### src/rtl/soc_reset_seq.sv
// soc_reset_seq: PLL reset/lock sequencer driving the SoC reset on the free-running board clock
module soc_reset_seq #(
    parameter int SYNC_STAGES     = 2,
    parameter int DEBOUNCE_CYCLES = 500000,
    parameter int PLL_RST_CYCLES  = 16,
    parameter int LOCK_TIMEOUT    = 1000000,
    parameter int STRETCH_CYCLES  = 32,
    parameter int CNT_W           = 20
) (
    input  logic       clk,
    input  logic       reset,
    input  logic       pll_locked_i,
    input  logic       key_n_i,
    output logic       pll_rst_o,
    output logic       soc_reset_o,
    output logic       running_o,
    output logic       key_pressed_o,
    output logic [3:0] retry_cnt_o,
    output logic [1:0] cause_o
);
    typedef enum logic [1:0] {PLL_RST, WAIT_LOCK, STRETCH, RUN} state_t;
    localparam int DB_W = $clog2(DEBOUNCE_CYCLES + 1);
    localparam logic [DB_W-1:0] DB_LAST = DB_W'(DEBOUNCE_CYCLES - 1);
    localparam logic [CNT_W-1:0] PLL_LAST = CNT_W'(PLL_RST_CYCLES - 1);
    localparam logic [CNT_W-1:0] LOCK_LAST = CNT_W'(LOCK_TIMEOUT - 1);
    localparam logic [CNT_W-1:0] STRETCH_LAST = CNT_W'(STRETCH_CYCLES - 1);
    localparam logic [1:0] CAUSE_POR = 2'd0;
    localparam logic [1:0] CAUSE_KEY = 2'd1;
    localparam logic [1:0] CAUSE_LOSS = 2'd2;
    localparam logic [1:0] CAUSE_TIMEOUT = 2'd3;

    state_t state;
    logic [CNT_W-1:0] cnt;
    logic [DB_W-1:0] db_cnt;
    logic [SYNC_STAGES-1:0] lock_sync;
    logic [SYNC_STAGES-1:0] key_sync;
    logic lock_s;
    logic key_s;

    assign lock_s = lock_sync[SYNC_STAGES-1];
    assign key_s = ~key_sync[SYNC_STAGES-1];

    // key synchroniser holds the raw active-low level, so its idle value is all ones
    always_ff @(posedge clk) begin
        if (reset) begin
            lock_sync <= '0;
            key_sync <= '1;
        end else begin
            lock_sync <= {lock_sync[SYNC_STAGES-2:0], pll_locked_i};
            key_sync <= {key_sync[SYNC_STAGES-2:0], key_n_i};
        end
    end

    always_ff @(posedge clk) begin
        if (reset) begin
            db_cnt <= '0;
            key_pressed_o <= 1'b0;
        end else if (key_s == key_pressed_o) begin
            db_cnt <= '0;
        end else if (db_cnt == DB_LAST) begin
            db_cnt <= '0;
            key_pressed_o <= key_s;
        end else begin
            db_cnt <= db_cnt + 1'b1;
        end
    end

    always_ff @(posedge clk) begin
        if (reset) begin
            state <= PLL_RST;
            cnt <= '0;
            pll_rst_o <= 1'b1;
            soc_reset_o <= 1'b1;
            running_o <= 1'b0;
            retry_cnt_o <= 4'd0;
            cause_o <= CAUSE_POR;
        end else begin
            case (state)
                PLL_RST: begin
                    if (cnt == PLL_LAST) begin
                        state <= WAIT_LOCK;
                        cnt <= '0;
                        pll_rst_o <= 1'b0;
                    end else begin
                        cnt <= cnt + 1'b1;
                    end
                end
                WAIT_LOCK: begin
                    if (lock_s) begin
                        state <= STRETCH;
                        cnt <= '0;
                    end else if (cnt == LOCK_LAST) begin
                        state <= PLL_RST;
                        cnt <= '0;
                        pll_rst_o <= 1'b1;
                        retry_cnt_o <= retry_cnt_o + {3'd0, retry_cnt_o != 4'hF};
                        cause_o <= CAUSE_TIMEOUT;
                    end else begin
                        cnt <= cnt + 1'b1;
                    end
                end
                STRETCH: begin
                    if (!lock_s) begin
                        state <= WAIT_LOCK;
                        cnt <= '0;
                        cause_o <= CAUSE_LOSS;
                    end else if (key_pressed_o) begin
                        cnt <= '0;
                    end else if (cnt == STRETCH_LAST) begin
                        state <= RUN;
                        cnt <= '0;
                        soc_reset_o <= 1'b0;
                        running_o <= 1'b1;
                    end else begin
                        cnt <= cnt + 1'b1;
                    end
                end
                RUN: begin
                    if (!lock_s) begin
                        state <= WAIT_LOCK;
                        cnt <= '0;
                        soc_reset_o <= 1'b1;
                        running_o <= 1'b0;
                        cause_o <= CAUSE_LOSS;
                    end else if (key_pressed_o) begin
                        state <= STRETCH;
                        cnt <= '0;
                        soc_reset_o <= 1'b1;
                        running_o <= 1'b0;
                        cause_o <= CAUSE_KEY;
                    end
                end
                default: begin
                    state <= PLL_RST;
                    cnt <= '0;
                    pll_rst_o <= 1'b1;
                    soc_reset_o <= 1'b1;
                    running_o <= 1'b0;
                end
            endcase
        end
    end
endmodule

### config.mk
export PLATFORM = sky130hd
export DESIGN_NAME = soc_reset_seq
export DESIGN_NICKNAME = d
export VERILOG_FILES = /design/src/rtl/soc_reset_seq.sv
export SDC_FILE = /design/constraint.sdc
export NUM_CORES = 1
export LEC_CHECK = 0
export BUFFER_PORTS_ARGS = -buffer_cell sky130_fd_sc_hd__buf_2
export CORE_ASPECT_RATIO = 1.5
export CORE_UTILIZATION = 60
export DETAILED_ROUTE_END_ITERATION = 7
export HOLD_SLACK_MARGIN = 0.15
export PLACE_DENSITY = 0.78
export SYNTH_ARGS = -nofsm -noshare
export SYNTH_HDL_FRONTEND = slang
export SYNTH_SLANG_ARGS = --single-unit
### constraint.sdc
create_clock -name clk -period 2.92 [get_ports clk]
set_clock_uncertainty 0.2 [all_clocks]
set_input_delay 0.146 -clock clk [delete_from_list [all_inputs] [get_ports clk]]
set_output_delay 0.146 -clock clk [all_outputs]
set_load 0.03 [all_outputs]
## Word level (Yosys, flattened, before mapping)

Index checks and enable logic that the tools add are counted.

- Register bits after elaboration: 55
- Output and inout bits: 10
- Logic and storage cells: 88
- Input bits: 4

- Eq/ne operators: 20
- Reduce and logical (&&, ||, !) cells: 11
- Bitwise operators: 3
- Muxes and demuxes: 40
- Add/sub/neg operators: 3

Operator list:

| kind | number |
|---|---|
| $mux W20 | 8 |
| $pmux W20 S4 | 1 |
| $mux W2 | 13 |
| $add A20 B1 Y20 const B | 1 |
| $eq A20 B20 Y1 const B | 1 |
| $eq A20 B4 Y1 const B | 1 |
| $eq A20 B5 Y1 const B | 1 |
| $add A19 B1 Y19 const B | 1 |
| $eq A19 B19 Y1 const B | 1 |
| $reduce_and A5 Y1 | 3 |
| $ne A2 B2 Y1 const B | 7 |
| $mux W1 | 13 |
| $ne A3 B3 Y1 const B | 4 |
| $pmux W2 S4 | 1 |
| $pmux W1 S2 | 3 |
| $pmux W2 S3 | 1 |
| $add A4 B1 Y4 | 1 |
| $eq A2 B2 Y1 const B | 2 |
| $ne A4 B4 Y1 const B | 1 |
| $reduce_and A4 Y1 | 1 |
| $reduce_bool A2 Y1 | 2 |
| $not A1 Y1 | 3 |
| $reduce_and A3 Y1 | 1 |
| $reduce_bool A3 Y1 | 1 |
| 5 further kinds | 5 |

## Logic depth before layout (Yosys ltp)

Gate-level depths: netlist (run 1).

- Word-level depth: 5
- Depth in mapped cells: 8
- Mapped depth without buffers: 6

## Worst setup path after synthesis (run 1)

No wires, ideal clock.

- Path kind: register to register
- Start: register cnt[0]
- End: register retry_cnt_o[2]
- Library setup time: 0.123 ns
- Buffers on the path: 0
- Path slack: 0.750 ns
- Data arrival time: 1.847 ns
- Clock period less this slack: 2.170 ns
- Stages on the path, launching flop included: 7
- Cells stage by stage: dfxtp_1 ha_1 and4b_1 nand2_1 or4_4 nor3_2 mux2_1

- Word-level cells in the longest chain between the ends: 2

Ends and longest elaborated chain:

| item | line | RTL |
|---|---|---|
| from (decl) | 33 | `logic [CNT_W-1:0] cnt;` |
| from (signal assigned) | 85 | `cnt <= cnt + 1'b1;` |
| from (signal assigned) | 99 | `cnt <= cnt + 1'b1;` |
| from (signal assigned) | 115 | `cnt <= cnt + 1'b1;` |
| $eq A20 B20 Y1 | 92 | `end else if (cnt == LOCK_LAST) begin` |
| $reduce_and A3 Y1 (no source line) | -- |  |
| to (signal assigned) | 96 | `retry_cnt_o <= retry_cnt_o + {3'd0, retry_cnt_o != 4'hF};` |
| to (decl) | 18 | `output logic [3:0] retry_cnt_o,` |

No other way between the ends.
A chain may end at the register's enable or synchronous reset.

## Final worst setup path (run 1)

Same ends and word-level chain as after synthesis.

==> results of run 1 <==
## repair_timing
action | 4_1_cts | 5_1_grt
endpoints found under the hold margin | 13 | 0
setup buffers | 0 | 0
hold buffers | 4 | 0
## logic make-up (layout without fill, tap and decap cells)
group                    count (synthesis)  after routing  synth area share (%)
XOR/XNOR                                36             36                  11.9
buffers and inverters                   20             35                  3.45
adder cells (fa/ha/maj)                  5              5                  2.36
AND/OR/NAND/NOR                        155            155                  31.7
flip-flops                              55             55                  41.6
AO/OA/AOI/OAI                           28             28                  7.47
multiplexers                             4              4                  1.56
## layout by cell type (no fill, tap or decap), types with 2 or more instances in the layout
cell type | netlist | routed
a211oi_1 | 3 | 3
a21oi_1 | 6 | 6
a22oi_1 | 2 | 2
and2_1 | 2 | 2
and4_1 | 4 | 4
and4b_1 | 2 | 2
buf_2 | 4 | 13
buf_4 | 1 | 2
clkbuf_8 | 0 | 6
dfxtp_1 | 55 | 55
dlygate4sd3_1 | 0 | 4
ha_1 | 5 | 5
inv_1 | 9 | 9
mux2i_1 | 3 | 3
nand2_1 | 22 | 22
nand2b_1 | 5 | 5
nand3_1 | 16 | 16
nand4_1 | 13 | 13
nor2_1 | 56 | 56
nor2b_1 | 3 | 3
nor3_1 | 8 | 8
nor3_2 | 2 | 2
nor3b_1 | 3 | 3
nor4_1 | 4 | 4
nor4_4 | 2 | 2
o21ai_0 | 2 | 2
o31a_1 | 3 | 3
o31ai_1 | 3 | 3
or2_2 | 3 | 3
or4_1 | 2 | 2
xnor2_1 | 16 | 16
xor2_1 | 20 | 20
## final cells by class
| class | instances | area share [%] |
|---|---|---|
| clock buffer | 6 | 2.89 |
| clock inverter | 1 | 0.175 |
| inverter | 9 | 1.18 |
| multi-input combinational | 228 | 51.0 |
| sequential | 55 | 38.6 |
| tap | 46 | 2.02 |
| timing repair buffer | 19 | 4.21 |
## sequential cells by signal (all words and copies together) (netlist names)
signal and cells:
lock_sync 2, soc_reset_o 1, running_o 1, state 2, db_cnt 19, pll_rst_o 1, retry_cnt_o 4, cause_o 2
key_pressed_o 1, cnt 20, key_sync 2
## cells in the mapped netlist, types with 4 or more instances
master / n
nand3_1: 16
nand4_1: 13
nor3_1: 8
nand2_1: 22
a21oi_1: 6
clkbuf_1: 4
xor2_1: 20
and4_1: 4
buf_2: 4
ha_1: 5
nand2b_1: 5
inv_1: 9
dfxtp_1: 55
xnor2_1: 16
nor2_1: 56
nor4_1: 4
## stage by stage
stage                     area [um2]  worst slack [ns]  power [mW]  hold WS (ns)
after floorplan                 2650             0.750       0.831        0.0498
after global routing            2860             0.410        1.28         0.240
after detailed placement        2730             0.609       0.845         0.136
after global placement          2730             0.672       0.843         0.133
final                           2860             0.585        1.24         0.214
after CTS                       2860             0.595        1.25         0.216
## layer usage
metal  part of all wire, %  GRT usage [%]  vias to the layer above
met5                     0              0                        -
met4                   2.3           9.98                        0
met3                   2.8           3.89                       11
met2                    53           40.2                       39
met1                    42           27.4                      981
li1                      -              -                     1070
## worst max-delay path, stage by stage (launching register included)
cell	delay [ns]
dfxtp_1	0.42
ha_1	0.29
and4b_1	0.28
nand2_1	0.07
or4_4	0.50
nor3_2	0.13
mux2_1	0.34
## worst max-delay path by stage
stage	end	slack, ns	cells after the start
2_1_floorplan	retry_cnt_o[2]$_SDFFE_PP0P_	0.75	6
3_3_place_gp	retry_cnt_o[2]$_SDFFE_PP0P_	0.67	6
3_5_place_dp	retry_cnt_o[2]$_SDFFE_PP0P_	0.61	6
4_1_cts	retry_cnt_o[2]$_SDFFE_PP0P_	0.60	6
5_1_grt	cnt[9]$_SDFFE_PP0N_	0.41	7
6_report	retry_cnt_o[2]$_SDFFE_PP0P_	0.58	6
## power groups by stage
| stage | logic, mW | registers, mW | clock network (mW) |
|---|---|---|---|
| global placement | 0.0547 | 0.789 | 0 |
| CTS | 0.0596 | 0.772 | 0.418 |
| floorplan | 0.0351 | 0.796 | 0 |
| detailed placement | 0.0555 | 0.790 | 0 |
| finish | 0.0590 | 0.772 | 0.409 |
| global route | 0.0664 | 0.775 | 0.442 |
==> impl_metrics.json, run 1 <==
{
  "outcome": "complete, no violations",
  "ir_drop_mv": 0.426,
  "p_sw_mw": 0.269,
  "drive_above_1_share_pct": 11.0,
  "yosysTopAreaCell": "dfxtp_1",
  "die_area_um2": 4690,
  "cts_resized": 0,
  "crit_path_start": "cnt[0]$_SDFFE_PP0N_",
  "fmax_mhz": 428,
  "grt_max_degree": 23,
  "ys_seq_area_share_pct": 41.6,
  "hp-start": "key_sync[0]$_SDFF_PP1_",
  "multiInputGateArea_um2": 1460,
  "critPathCaptureType": "flop",
  "seq_area_um2": 1100,
  "hold_path_depth": 1,
  "clock_latency_ns": 0.30,
  "cts_tree": "done",
  "syn_inst": 303,
  "powerDensity_nw_per_um2": 434,
  "drtPass1Iterations": 4,
  "vias_per_cell": 5.77,
  "synth.top_cells.by_area": "dfxtp_1, nor2_1, xor2_1, xnor2_1, nand2_1",
  "hold_violations": 0,
  "postSynth.asyncResetShare_pct": 0,
  "postRouteAntennaNets": 0,
  "areaGrowthSynthToFinish_pct": 7.85,
  "utilization_pct": 67.3,
  "grt_pass1_wl_um": 8840,
  "cap_violations": 0,
  "coreArea_um2": 4250,
  "wl_per_cell_um": 13.5,
  "crit_path_start_kind": "flop",
  "switching_share_pct": 21.7,
  "post-dp-hpwl_um": 3550,
  "h-tree-depth": 2,
  "cp.required_ns": 2.91,
  "grt_pass1_vias": 2060,
  "fill_cells": 344,
  "root_buffer": "clkbuf_8",
  "placedCellCount": 353,
  "grt_overflow_total": 0,
  "timing.reg2reg.setup_slack_ns": 0.58,
  "chipHeight_um": 83.4,
  "cts_buffers": 5,
  "period_minus_slack_ns": 2.34,
  "p_leak_nw": 0.949,
  "clk_pin_slew_ns": 0.09,
  "comb_power_share_pct": 4.8,
  "p_int_mw": 0.971,
  "synthDominantCellAreaShare_pct": 41.6,
  "nNetsFinal": 327,
  "rsz0062_at_grt": "no",
  "crit_fanout": 6,
  "synthDistinctLibCells": 51,
  "r2r-start": "cnt[0]$_SDFFE_PP0N_",
  "period_share_pct": 80.0,
  "synth_edf_count": 0,
  "port-buffer-count": 13,
  "ys_ff_latch": 55,
  "power_frac_seq_pct": 62.3,
  "maxSlewHeadroom_pct": 59.4,
  "vias": 2101,
  "hp-class": "flop to flop",
  "r2r.worst_path.cells": 6,
  "syn_nets": 312,
  "avgSynthCellArea_um2": 8.74,
  "routed_wl_um": 4910,
  "gp_congestion": 0.863,
  "reg2reg_to": "retry_cnt_o[2]$_SDFFE_PP0P_",
  "synth_ff_type": "dfxtp_1",
  "yosysWarnings": 0,
  "grtUsageTotal_pct": 23.1,
  "syn_area_um2": 2650,
  "start_util_pct": 62.4,
  "setup_viol": 0,
  "arrival_ns": 2.33,
  "whs_endpoint": "key_sync[1]$_SDFF_PP1_",
  "slew_violations": 0,
  "path_class": "flop to flop",
  "antenna_found_initial": 0,
  "rows": 29,
  "die_w_um": 56.2,
  "io_pins": 14,
  "post-route-drc-count": 0,
  "worst_pin_slew_ns": 0.605,
  "clockBufferDepth": 2,
  "drt_iter0_markers": 82,
  "final_cells": 364,
  "fin_tns_setup_ns": 0,
  "p_clk_share_pct": 33.0,
  "n_antenna_cell": 0,
  "clock_sinks": 55
}
(Power assumes the default switching activity.)
==> run 2, diff against run 1 <==
CORE_UTILIZATION = 54   (was 60)
PLACE_DENSITY = 0.75   (was 0.78)
clock period = 1.93 ns   (was 2.92 ns; I/O delays follow)
==> run 2 against run 1 <==
  * The flow now finishes with violations (negative setup slack)
  * Non-clock buffer count rose by 63
  * Clock-buffer cell count fell by 1
  * Sequential share of layout area decreased by 7.2 points
  * Fmax grew 10%
  * Critical path type unchanged
  * Largest power group unchanged
  * Highest routed layer unchanged
==> impl_metrics.json, run 2 (same netlist as run 1, synthesis figures left out) <==
{
  "gp_congestion": 0.879,
  "grt_max_degree": 23,
  "clk_pin_slew_ns": 0.10,
  "grtUsageTotal_pct": 24.9,
  "hp-class": "flop to flop",
  "die_w_um": 59.2,
  "grt_pass1_vias": 2338,
  "nNetsFinal": 390,
  "slew_violations": 0,
  "setup_viol": 28,
  "post-dp-hpwl_um": 4000,
  "rsz0062_at_grt": "yes",
  "root_buffer": "clkbuf_8",
  "vias_per_cell": 5.58,
  "p_leak_nw": 1.32,
  "routed_wl_um": 6890,
  "clock_latency_ns": 0.31,
  "maxSlewHeadroom_pct": 73.3,
  "worst_pin_slew_ns": 0.397,
  "grt_pass1_wl_um": 9870,
  "cts_buffers": 5,
  "final_common_cell": "buf_4",
  "h-tree-depth": 2,
  "powerDensity_nw_per_um2": 541,
  "wl_per_cell_um": 15.4,
  "post-route-drc-count": 0,
  "ir_drop_mv": 0.405,
  "fmax_mhz": 472,
  "preCtsSetupSlack_ns": -0.123,
  "period_minus_slack_ns": 2.12,
  "crit_path_start_kind": "flop",
  "drt_iter0_markers": 173,
  "die_area_um2": 5190,
  "postRouteAntennaNets": 0,
  "top_register": "cnt",
  "port-buffer-count": 13,
  "start_util_pct": 57.3,
  "arrival_ns": 2.12,
  "antenna_found_initial": 0,
  "rows": 30,
  "violations": "negative setup slack",
  "largest_reg_flops": 20,
  "vias": 2489,
  "placed_area_um2": 3190,
  "coreArea_um2": 4620,
  "fill_cells": 303,
  "fin_area_um2": 3550,
  "drive_above_1_share_pct": 32.5,
  "clockBufferDepth": 2,
  "chipHeight_um": 87.8,
  "grt_overflow_total": 0,
  "n_antenna_cell": 0,
  "setup_ws_ns": -0.186,
  "period_share_pct": 110,
  "clock_sinks": 55,
  "outcome": "finished, violations left",
  "crit_fanout": 3,
  "critPathCaptureType": "flop",
  "hold_violations": 0,
  "timing.reg2reg.setup_slack_ns": -0.19,
  "drtPass1Iterations": 4,
  "cts_tree": "done",
  "io_pins": 14,
  "cp.required_ns": 1.94,
  "path_class": "flop to flop",
  "cap_violations": 0,
  "utilization_pct": 76.9,
  "areaGrowthSynthToFinish_pct": 34.1,
  "reg_top3": "cnt: 20 flops, db_cnt: 19 flops, retry_cnt_o: 4 flops",
  "final_cell_mix": "buf_4, nor2_1, dfxtp_1"
}
run 2: final timing paths:
kind / from / end / cells past startpoint
max: cnt[11]$_SDFFE_PP0N_ / retry_cnt_o[2]$_SDFFE_PP0P_ / 5
min: key_sync[0]$_SDFF_PP1_ / key_sync[1]$_SDFF_PP1_ / 1
max reg2reg: cnt[11]$_SDFFE_PP0N_ / retry_cnt_o[2]$_SDFFE_PP0P_ / 5
min reg2reg: key_sync[0]$_SDFF_PP1_ / key_sync[1]$_SDFF_PP1_ / 1
run 2: final cells by class:
type,count,area [um2],share of cell area [%]
clock buffer,5,68.8,1.94
multi-input combinational,228,1610,45.2
tap,64,80.1,2.26
sequential,55,1110,31.4
inverter,9,33.8,0.951
timing repair buffer,82,628,17.7
clock inverter,3,18.8,0.529
run 2: power by group:
group          switching, mW  internal (mW)  total (mW)
Clock                  0.374          0.256       0.631
Sequential            0.0153           1.15        1.17
Combinational         0.0662         0.0568       0.123
Total                  0.456           1.46        1.92
run 2: through the flow:
step / cells / power, mW / setup TNS [ns] / hold WS, ns
2_1_floorplan: 303 / 1.26 / -0.104 / 0.000311
3_3_place_gp: 424 / 1.29 / -1.88 / 0.0780
3_5_place_dp: 424 / 1.30 / -1.52 / 0.0810
4_1_cts: 441 / 1.93 / -0.872 / 0.220
5_1_grt: 446 / 1.99 / -4.84 / 0.224
6_report: 446 / 1.92 / -2.49 / 0.223
run 2: layer usage:
metal / vias to the layer above / part of all wire (%) / GRT usage (%)
met5: - / 0 / 0
met4: 0 / 4.2 / 13.0
met1: 1192 / 39 / 25.0
met2: 68 / 53 / 46.9
met3: 27 / 3.1 / 5.17
li1: 1202 / - / -
run 2: what timing repair did:
item / CTS / global route
hold buffers: 5 / 0
endpoints found under the setup margin: 35 / 48
gates resized for setup: 9 / 25
pin swaps: 11 / 12
endpoints found under the hold margin: 18 / 0
setup buffers: 4 / 5
run 2: worst max-delay path, stage by stage, from the launching register on:
cell     delay [ns]
dfxtp_1        0.36
nor4_4         0.31
nand2_1        0.12
or4_4          0.53
nor3_4         0.15
mux2_4         0.32
==> run 3, diff against run 2 <==
==> constraint.sdc (replaced) <==
create_clock -name clk -period 1.93 [get_ports clk]
set_clock_uncertainty 0.2 [all_clocks]
set_input_delay 0.386 -clock clk [delete_from_list [all_inputs] [get_ports clk]]
set_output_delay 0.386 -clock clk [all_outputs]
set_load 0.03 [all_outputs]
==> run 3 against run 2 <==
  * The run still ends with negative setup slack left
  * Setup slack got worse by 0.0067 ns
  * Total power about the same
  * Non-clock buffer count shrank 5
  * Fmax shrank 0.32%
  * Critical endpoint is now cnt[0]$_SDFFE_PP0N_
==> impl_metrics.json, run 3 (same netlist as run 1, synthesis figures left out) <==
{
  "rows": 30,
  "reg_top3": "cnt: 20 flops, db_cnt: 19 flops, retry_cnt_o: 4 flops",
  "root_buffer": "clkbuf_8",
  "p_int_mw": 1.46,
  "cts_buffers": 5,
  "path_buf_inv": 2,
  "comb_power_share_pct": 6.0,
  "routed_wl_um": 6110,
  "hold_path_depth": 1,
  "fin_area_um2": 3470,
  "period_minus_slack_ns": 2.12,
  "utilization_pct": 75.2,
  "hold_violations": 0,
  "worst-path-stages": 7,
  "placed_area_um2": 3200,
  "h-tree-depth": 2,
  "clock_latency_ns": 0.32,
  "drt_iter0_markers": 116,
  "final_cell_mix": "buf_4, nor2_1, dfxtp_1",
  "grt_overflow_total": 0,
  "fmax_mhz": 471,
  "cp.required_ns": 1.95,
  "crit_chain": "ha_4 -> and4b_2 -> buf_6 -> nand4_1 -> buf_4 -> o31a_1 -> o31a_1",
  "cp_top_family": "compound AO/OA/AOI/OAI gates",
  "crit_path_start_kind": "flop",
  "n_antenna_cell": 0,
  "p_clk_share_pct": 33.3,
  "vias": 2417,
  "die_w_um": 59.2,
  "io_pins": 14,
  "die_area_um2": 5190,
  "wl_per_cell_um": 13.9,
  "rsz0062_at_grt": "yes",
  "antenna_found_initial": 0,
  "crit_fanout": 3,
  "critPathCaptureType": "flop",
  "p_leak_nw": 1.27,
  "post-dp-hpwl_um": 4360,
  "clockBufferDepth": 2,
  "cts_tree": "done",
  "drive_above_1_share_pct": 30.0,
  "start_util_pct": 57.3,
  "chipHeight_um": 87.8,
  "power_frac_seq_pct": 60.7,
  "vias_per_cell": 5.48,
  "setup_viol": 27,
  "hp-class": "flop to flop",
  "coreArea_um2": 4620,
  "worst_path_largest_cell_delay_ns": 0.38,
  "grt_pass1_wl_um": 10200,
  "switching_share_pct": 23.9,
  "r2r.worst_path.cells": 7,
  "largest_reg_flops": 20,
  "ir_drop_mv": 0.477,
  "grt_pass1_vias": 2428,
  "port-buffer-count": 13,
  "maxSlewHeadroom_pct": 70.5,
  "crit_slowest_cell": "dfxtp_4",
  "timing.reg2reg.setup_slack_ns": -0.19,
  "top_register": "cnt",
  "worst_pin_slew_ns": 0.439,
  "slew_violations": 0,
  "fill_cells": 324,
  "postRouteAntennaNets": 0,
  "p_total_mw": 1.92,
  "period_share_pct": 110,
  "final_common_cell": "buf_4",
  "outcome": "finished, violations left",
  "path_class": "flop to flop",
  "path_common_cell": "o31a_1",
  "violations": "negative setup slack",
  "grt_max_degree": 20,
  "post-route-drc-count": 0,
  "setup_ws_ns": -0.193,
  "powerDensity_nw_per_um2": 553,
  "clk_pin_slew_ns": 0.11,
  "nNetsFinal": 385,
  "drtPass1Iterations": 4,
  "grtUsageTotal_pct": 25.7,
  "gp_congestion": 0.839,
  "cap_violations": 0,
  "clock_sinks": 55,
  "areaGrowthSynthToFinish_pct": 31.2,
  "p_sw_mw": 0.458,
  "arrival_ns": 2.14
}
## run 3: cell count changes in the layout (fill, tap and decap cells not counted), moves of 2 or more
cell	before	now
buf_4	60	57
clkinv_2	2	0
clkinv_4	0	2
dfxtp_1	48	50
dfxtp_2	5	2
dlygate4sd3_1	5	3
## run 3: routing by layer
metal / up-vias / track usage [%] / part of all wire, %
li1: 1190 / - / -
met1: 1155 / 25.6 / 38
met2: 52 / 48.5 / 56
met3: 20 / 4.73 / 2.9
met4: 0 / 14.7 / 3.2
met5: - / 0 / 0
## run 3: power by group through the flow
stage | clock network (mW) | logic [mW] | registers [mW]
global route | 0.707 | 0.125 | 1.17
finish | 0.640 | 0.115 | 1.17
global placement | 0 | 0.106 | 1.19
floorplan | 0 | 0.0556 | 1.21
CTS | 0.659 | 0.114 | 1.17
detailed placement | 0 | 0.109 | 1.19
## run 3: layout make-up
cell class | instances | area, um2 | share of cell area (%)
Sequential cell | 55 | 1110 | 32.1
Clock buffer | 5 | 68.8 | 1.98
Tap cell | 64 | 80.1 | 2.31
Timing Repair Buffer | 77 | 586 | 16.9
Clock inverter | 3 | 25.0 | 0.720
Inverter | 9 | 33.8 | 0.973
Multi-Input combinational cell | 228 | 1570 | 45.1
## run 3: path summary, 6_finish.rpt
kind                                        startpoint                     end
worst max-delay path               cnt[0]$_SDFFE_PP0N_     cnt[0]$_SDFFE_PP0N_
worst min-delay path            key_sync[0]$_SDFF_PP1_  key_sync[1]$_SDFF_PP1_
worst max register to register     cnt[0]$_SDFFE_PP0N_     cnt[0]$_SDFFE_PP0N_
worst min register to register  key_sync[0]$_SDFF_PP1_  key_sync[1]$_SDFF_PP1_
## run 3: timing repair
| item | CTS | global route |
|---|---|---|
| gates resized for setup | 13 | 11 |
| setup buffers | 4 | 1 |
| pin swaps | 7 | 12 |
| endpoints found under the hold margin | 3 | 0 |
| endpoints found under the setup margin | 26 | 48 |
| hold buffers | 3 | 0 |
## run 3: through the flow
| step | hold slack [ns] | TNS, ns | setup WS (ns) | std cells |
|---|---|---|---|---|
| 4_1_cts | 0.224 | -2.09 | -0.156 | 440 |
| 3_5_place_dp | 0.197 | -2.36 | -0.111 | 425 |
| 5_1_grt | 0.261 | -7.09 | -0.287 | 441 |
| 6_report | 0.223 | -4.17 | -0.193 | 441 |
| 2_1_floorplan | 0.189 | -0.104 | -0.104 | 303 |
| 3_3_place_gp | 0.195 | -1.65 | -0.0944 | 425 |
